### src/rtl/square_sequencer.sv
// Control sequencer for the squaring datapath: issues T back-to-back squarings
// through a fixed-latency pipeline, then captures the result and signals done.
module square_sequencer #(
  parameter int PIPE_LAT = 8,
  parameter int ITER_W   = 32
) (
  input  logic              clk,
  input  logic              reset,
  input  logic              start,
  input  logic [ITER_W-1:0] iterations,
  input  logic              abort,
  output logic              in_en,
  output logic              in_sel,
  output logic              out_en,
  output logic              done,
  output logic              err,
  output logic              busy,
  output logic [ITER_W-1:0] iter_count
);

  typedef enum logic [1:0] {IDLE, LOAD, RUN, DONE} state_t;

  localparam logic [7:0]        LAT_RELOAD = 8'(PIPE_LAT - 1);
  localparam logic [ITER_W-1:0] ONE        = ITER_W'(1);

  state_t            state, nxt_state;
  logic [7:0]        lat_cnt, nxt_lat;
  logic [ITER_W-1:0] t_reg, nxt_t, nxt_iter;
  logic              nxt_err, nxt_fire, nxt_last;

  // Strobes are registered, so they are derived from the state the machine is
  // about to enter rather than the state it is leaving.
  always_comb begin
    nxt_state = state;
    nxt_lat   = lat_cnt;
    nxt_t     = t_reg;
    nxt_iter  = iter_count;
    nxt_err   = 1'b0;
    case (state)
      IDLE: begin
        if (start) begin
          if (iterations != '0) begin
            nxt_t     = iterations;
            nxt_iter  = '0;
            nxt_state = LOAD;
          end else begin
            nxt_err = 1'b1;
          end
        end
      end
      LOAD: begin
        nxt_lat   = LAT_RELOAD;
        nxt_state = RUN;
      end
      RUN: begin
        if (lat_cnt != 8'd0) begin
          nxt_lat = lat_cnt - 8'd1;
        end else begin
          nxt_iter = iter_count + ONE;
          if (iter_count + ONE == t_reg) nxt_state = DONE;
          else                           nxt_lat   = LAT_RELOAD;
        end
      end
      DONE:    nxt_state = IDLE;
      default: nxt_state = IDLE;
    endcase
    if (abort && state != IDLE) begin
      nxt_state = IDLE;
      nxt_iter  = iter_count;
    end
    nxt_fire = (nxt_state == RUN) && (nxt_lat == 8'd0);
    nxt_last = (nxt_iter + ONE == nxt_t);
  end

  always_ff @(posedge clk or posedge reset) begin
    if (reset) begin
      state      <= IDLE;
      lat_cnt    <= 8'd0;
      t_reg      <= '0;
      iter_count <= '0;
      in_en      <= 1'b0;
      in_sel     <= 1'b0;
      out_en     <= 1'b0;
      done       <= 1'b0;
      err        <= 1'b0;
      busy       <= 1'b0;
    end else begin
      state      <= nxt_state;
      lat_cnt    <= nxt_lat;
      t_reg      <= nxt_t;
      iter_count <= nxt_iter;
      in_en      <= (nxt_state == LOAD) || (nxt_fire && !nxt_last);
      in_sel     <= nxt_fire && !nxt_last;
      out_en     <= nxt_fire && nxt_last;
      done       <= (nxt_state == DONE);
      err        <= nxt_err;
      busy       <= (nxt_state != IDLE);
    end
  end

endmodule
### config.mk
export PLATFORM = sky130hd
export DESIGN_NAME = square_sequencer
export DESIGN_NICKNAME = d
export VERILOG_FILES = /design/src/rtl/square_sequencer.sv
export SDC_FILE = /design/constraint.sdc
export NUM_CORES = 1
export LEC_CHECK = 0
export ABC_AREA = 1
export CORE_MARGIN = 2
export CORE_UTILIZATION = 48
export DETAILED_ROUTE_END_ITERATION = 8
export GPL_TIMING_DRIVEN = 0
export PLACE_DENSITY = 0.69
export SLEW_MARGIN = 30
export SYNTH_ARGS = -nofsm -noshare
export SYNTH_HDL_FRONTEND = slang
export SYNTH_SLANG_ARGS = --single-unit
### constraint.sdc
create_clock -name clk -period 8.2 [get_ports clk]
set_clock_uncertainty 0.1 [all_clocks]
set_input_delay 1.64 -clock clk [delete_from_list [all_inputs] [get_ports clk]]
set_output_delay 1.64 -clock clk [all_outputs]
set_load 0.01 [all_outputs]
==> qor.txt <==
Worst min path class = flip-flop to flip-flop
DR pass1 iterations = 5
Cts repair resizes = 0
Hold Vio Cnt, Final = 0
Max-Cap Viols = 0
Synth Cell Area = 0.007332 mm²
Layout cell share with drive strength beyond 1 = 10.08%
Number of global-route vias before repair = 7147
Worst-path maximum fanout = 10
Cell mode on critical path = nand3_1
Core area = 0.01509 mm²
R2R cell count = 22
Final setup fails = 0
Clk sinks = 80
Initial antenna violation count = 1
CTS Buffer Depth = 2
Site row count = 45
RSZ-0062 raised after global routing = false
Crit path max-delay family = simple AND/OR/NAND/NOR gates
WP data arrival = 5.73 ns
Syn_area_per_cell = 6.110 µm²
CP endpoint = out_en$_DFF_PP0_
Max-slew violations = 0
Clk slew on worst S/H paths = 0.06 ns
Mapped Cells = 1200
Top cells by area, synth = dfrtp_1, nand2_1, nor2_1
Final Core Density = 57.12%
Die area = 0.01628 mm²
Worst slew pin tran = 0.7693 ns
DR iter-0 viols = 836
Ys Warns = 0
Die Width = 127.6 µm
Num CTS Buffers = 9
#FFs+latches synth = 80
CP Launch Type = input port
Status = completed
Clock Latency Late Sink = 0.36 ns
Fmax = 180.3 MHz
Worst R2R End = out_en$_DFF_PP0_
Pre-CTS setup slack = 2.384 ns
Final WL = 25.27 mm
Drt wl/cell = 17.09 µm
Final period util = 67.65%
Antenna-violating nets left = 0
Buf/Inv on CP = 2
Postcts setup bufs = 0
Crit path from = iterations[24]
Fillers = 1568
Synth Net Count = 1242
Synth area leader = dfrtp_1
IO Pins = 74
Setup slack, reg-to-reg = 3.90 ns
Detailed-route via count = 7854
CTS H-tree depth = 3
Vias per cell = 5.314
Gpl congestion = 0.9714
Setup crit end kind = flip-flop
Count leader, synth = nand2_1
Max incr delay on CP = 0.43 ns
VDD IR max = 112.2 µV
Pwr per Cell Area = 244.0 mW/mm²
Post-synth EDFFs = 0
Dominant synthesized flop cell = dfrtp_1
Hold_buf cts = 0
Area grow syn2layout = 17.56%
WP data required = 8.38 ns
Area of the multi-input gates = 0.004662 mm²
Fin crit period = 5.547 ns
Die Span Y = 127.6 µm
Setup ws final = 2.653 ns
Total GRT Usage = 31.97%
Register area = 0.002002 mm²
Critical-path top delay cell = clkdlybuf4s50_1
Rel. slew slack = 48.72%
CTS root buffer = clkbuf_16
Setup TNS = 0 ns
Starting Density = 48.59%
CTS tree = built
Largest net degree at the start of global routing = 51
Top cell type's share of synthesized area = 27.30%
Residual DRC = 0
Synth cell count leaders = nand2_1, nor2_1, inv_1
Post-detail-place hpwl = 20.69 mm
Synth cell types = 46
RR Startpoint = state[0]$_DFF_PP0_
IO Port Bufs = 73
ANT cells = 0
Crit path depth = 25
Global route overflow = 0
First-pass GRT wire length = 39.14 mm
Nets = 1327
CP Class = input port to flip-flop
Asr flop ratio synth = 100.0%
Leakage = 3.959 nW
Post-synthesis sequential area ratio = 27.30%
## power breakdown
group / switching (mW) / internal (mW) / leakage, nW
Sequential: 0.0753 / 0.500 / 1.03
Clock: 0.183 / 0.235 / 0.138
Combinational: 0.729 / 0.381 / 2.79
## worst register-to-register path, stage by stage (launching register included)
cell,delay [ns]
dfrtp_1,0.39
inv_1,0.11
ha_1,0.20
buf_2,0.19
inv_2,0.26
o21ai_2,0.16
buf_4,0.20
o21ai_0,0.44
ha_1,0.26
nand3_1,0.20
nor2_1,0.19
nand2_1,0.14
inv_2,0.09
nand2_2,0.11
nor2_8,0.18
nand3_1,0.09
nand2_1,0.13
nand3_1,0.09
nor2_1,0.18
nand3_1,0.12
nor2_1,0.11
nand3_1,0.18
nor2_1,0.13
## layout by cell type (no fill, tap or decap), drive strengths merged, types with 2 or more instances in the layout
cell	count
buf	8
ha	6
a22oi	2
clkinv	6
xor2	38
nand2	427
o22ai	4
a21oi	11
nand3b	5
dfrtp	80
nand4	29
o21ai	47
clkbuf	16
o21bai	3
or2	16
xnor2	19
and2	3
clkdlybuf4s50	73
clkinvlp	2
nor3	14
nor2	216
nand3	101
inv	153
nor4	3
## layer usage
metal  share of wire [%]  track usage, %  wire length, µm  vias up
met1                  46           46.56            11640     3577
met4                 3.0           11.51              761        0
li1                    -               -                -     3916
met3                 7.5           3.392             1897       42
met2                  43           49.20            10970      319
met5                   0               0                0        -
## cells by family after synthesis
| group | count (synthesis) | synth area share (%) |
|---|---|---|
| XOR/XNOR | 58 | 7.116 |
| buffers and inverters | 169 | 9.112 |
| AND/OR/NAND/NOR | 816 | 50.10 |
| AO/OA/AOI/OAI | 71 | 5.341 |
| adder cells (fa/ha/maj) | 6 | 1.024 |
| flip-flops | 80 | 27.30 |
## worst min-delay path by stage
stage	startpoint	end	cells after the start
detailed placement	t_reg[22]$_DFF_PP0_	t_reg[22]$_DFF_PP0_	2
floorplan	t_reg[4]$_DFF_PP0_	t_reg[4]$_DFF_PP0_	2
global route	t_reg[1]$_DFF_PP0_	t_reg[1]$_DFF_PP0_	2
global placement	t_reg[4]$_DFF_PP0_	t_reg[4]$_DFF_PP0_	2
CTS	t_reg[4]$_DFF_PP0_	t_reg[4]$_DFF_PP0_	2
finish	t_reg[4]$_DFF_PP0_	t_reg[4]$_DFF_PP0_	2
## metrics by stage
step	hold slack (ns)	total power [mW]	instance area, µm²	std cells
after floorplan	0.3866	1.358	7332	1200
after global placement	0.4108	1.657	8298	1461
after detailed placement	0.4306	1.669	8330	1462
after CTS	0.4451	2.091	8620	1478
after global routing	0.4867	2.266	8620	1478
final	0.4514	2.103	8620	1478
## final cells by class
class                      instances  share of cell area (%)
tap                              188                   2.729
inverter                         156                   6.851
clock buffer                      10                   2.656
clock inverter                     6                  0.6968
multi-input combinational        951                   54.09
sequential                        80                   23.23
timing repair buffer              74                   8.797
buffer                            13                  0.9580
(Power assumes the default switching activity.)
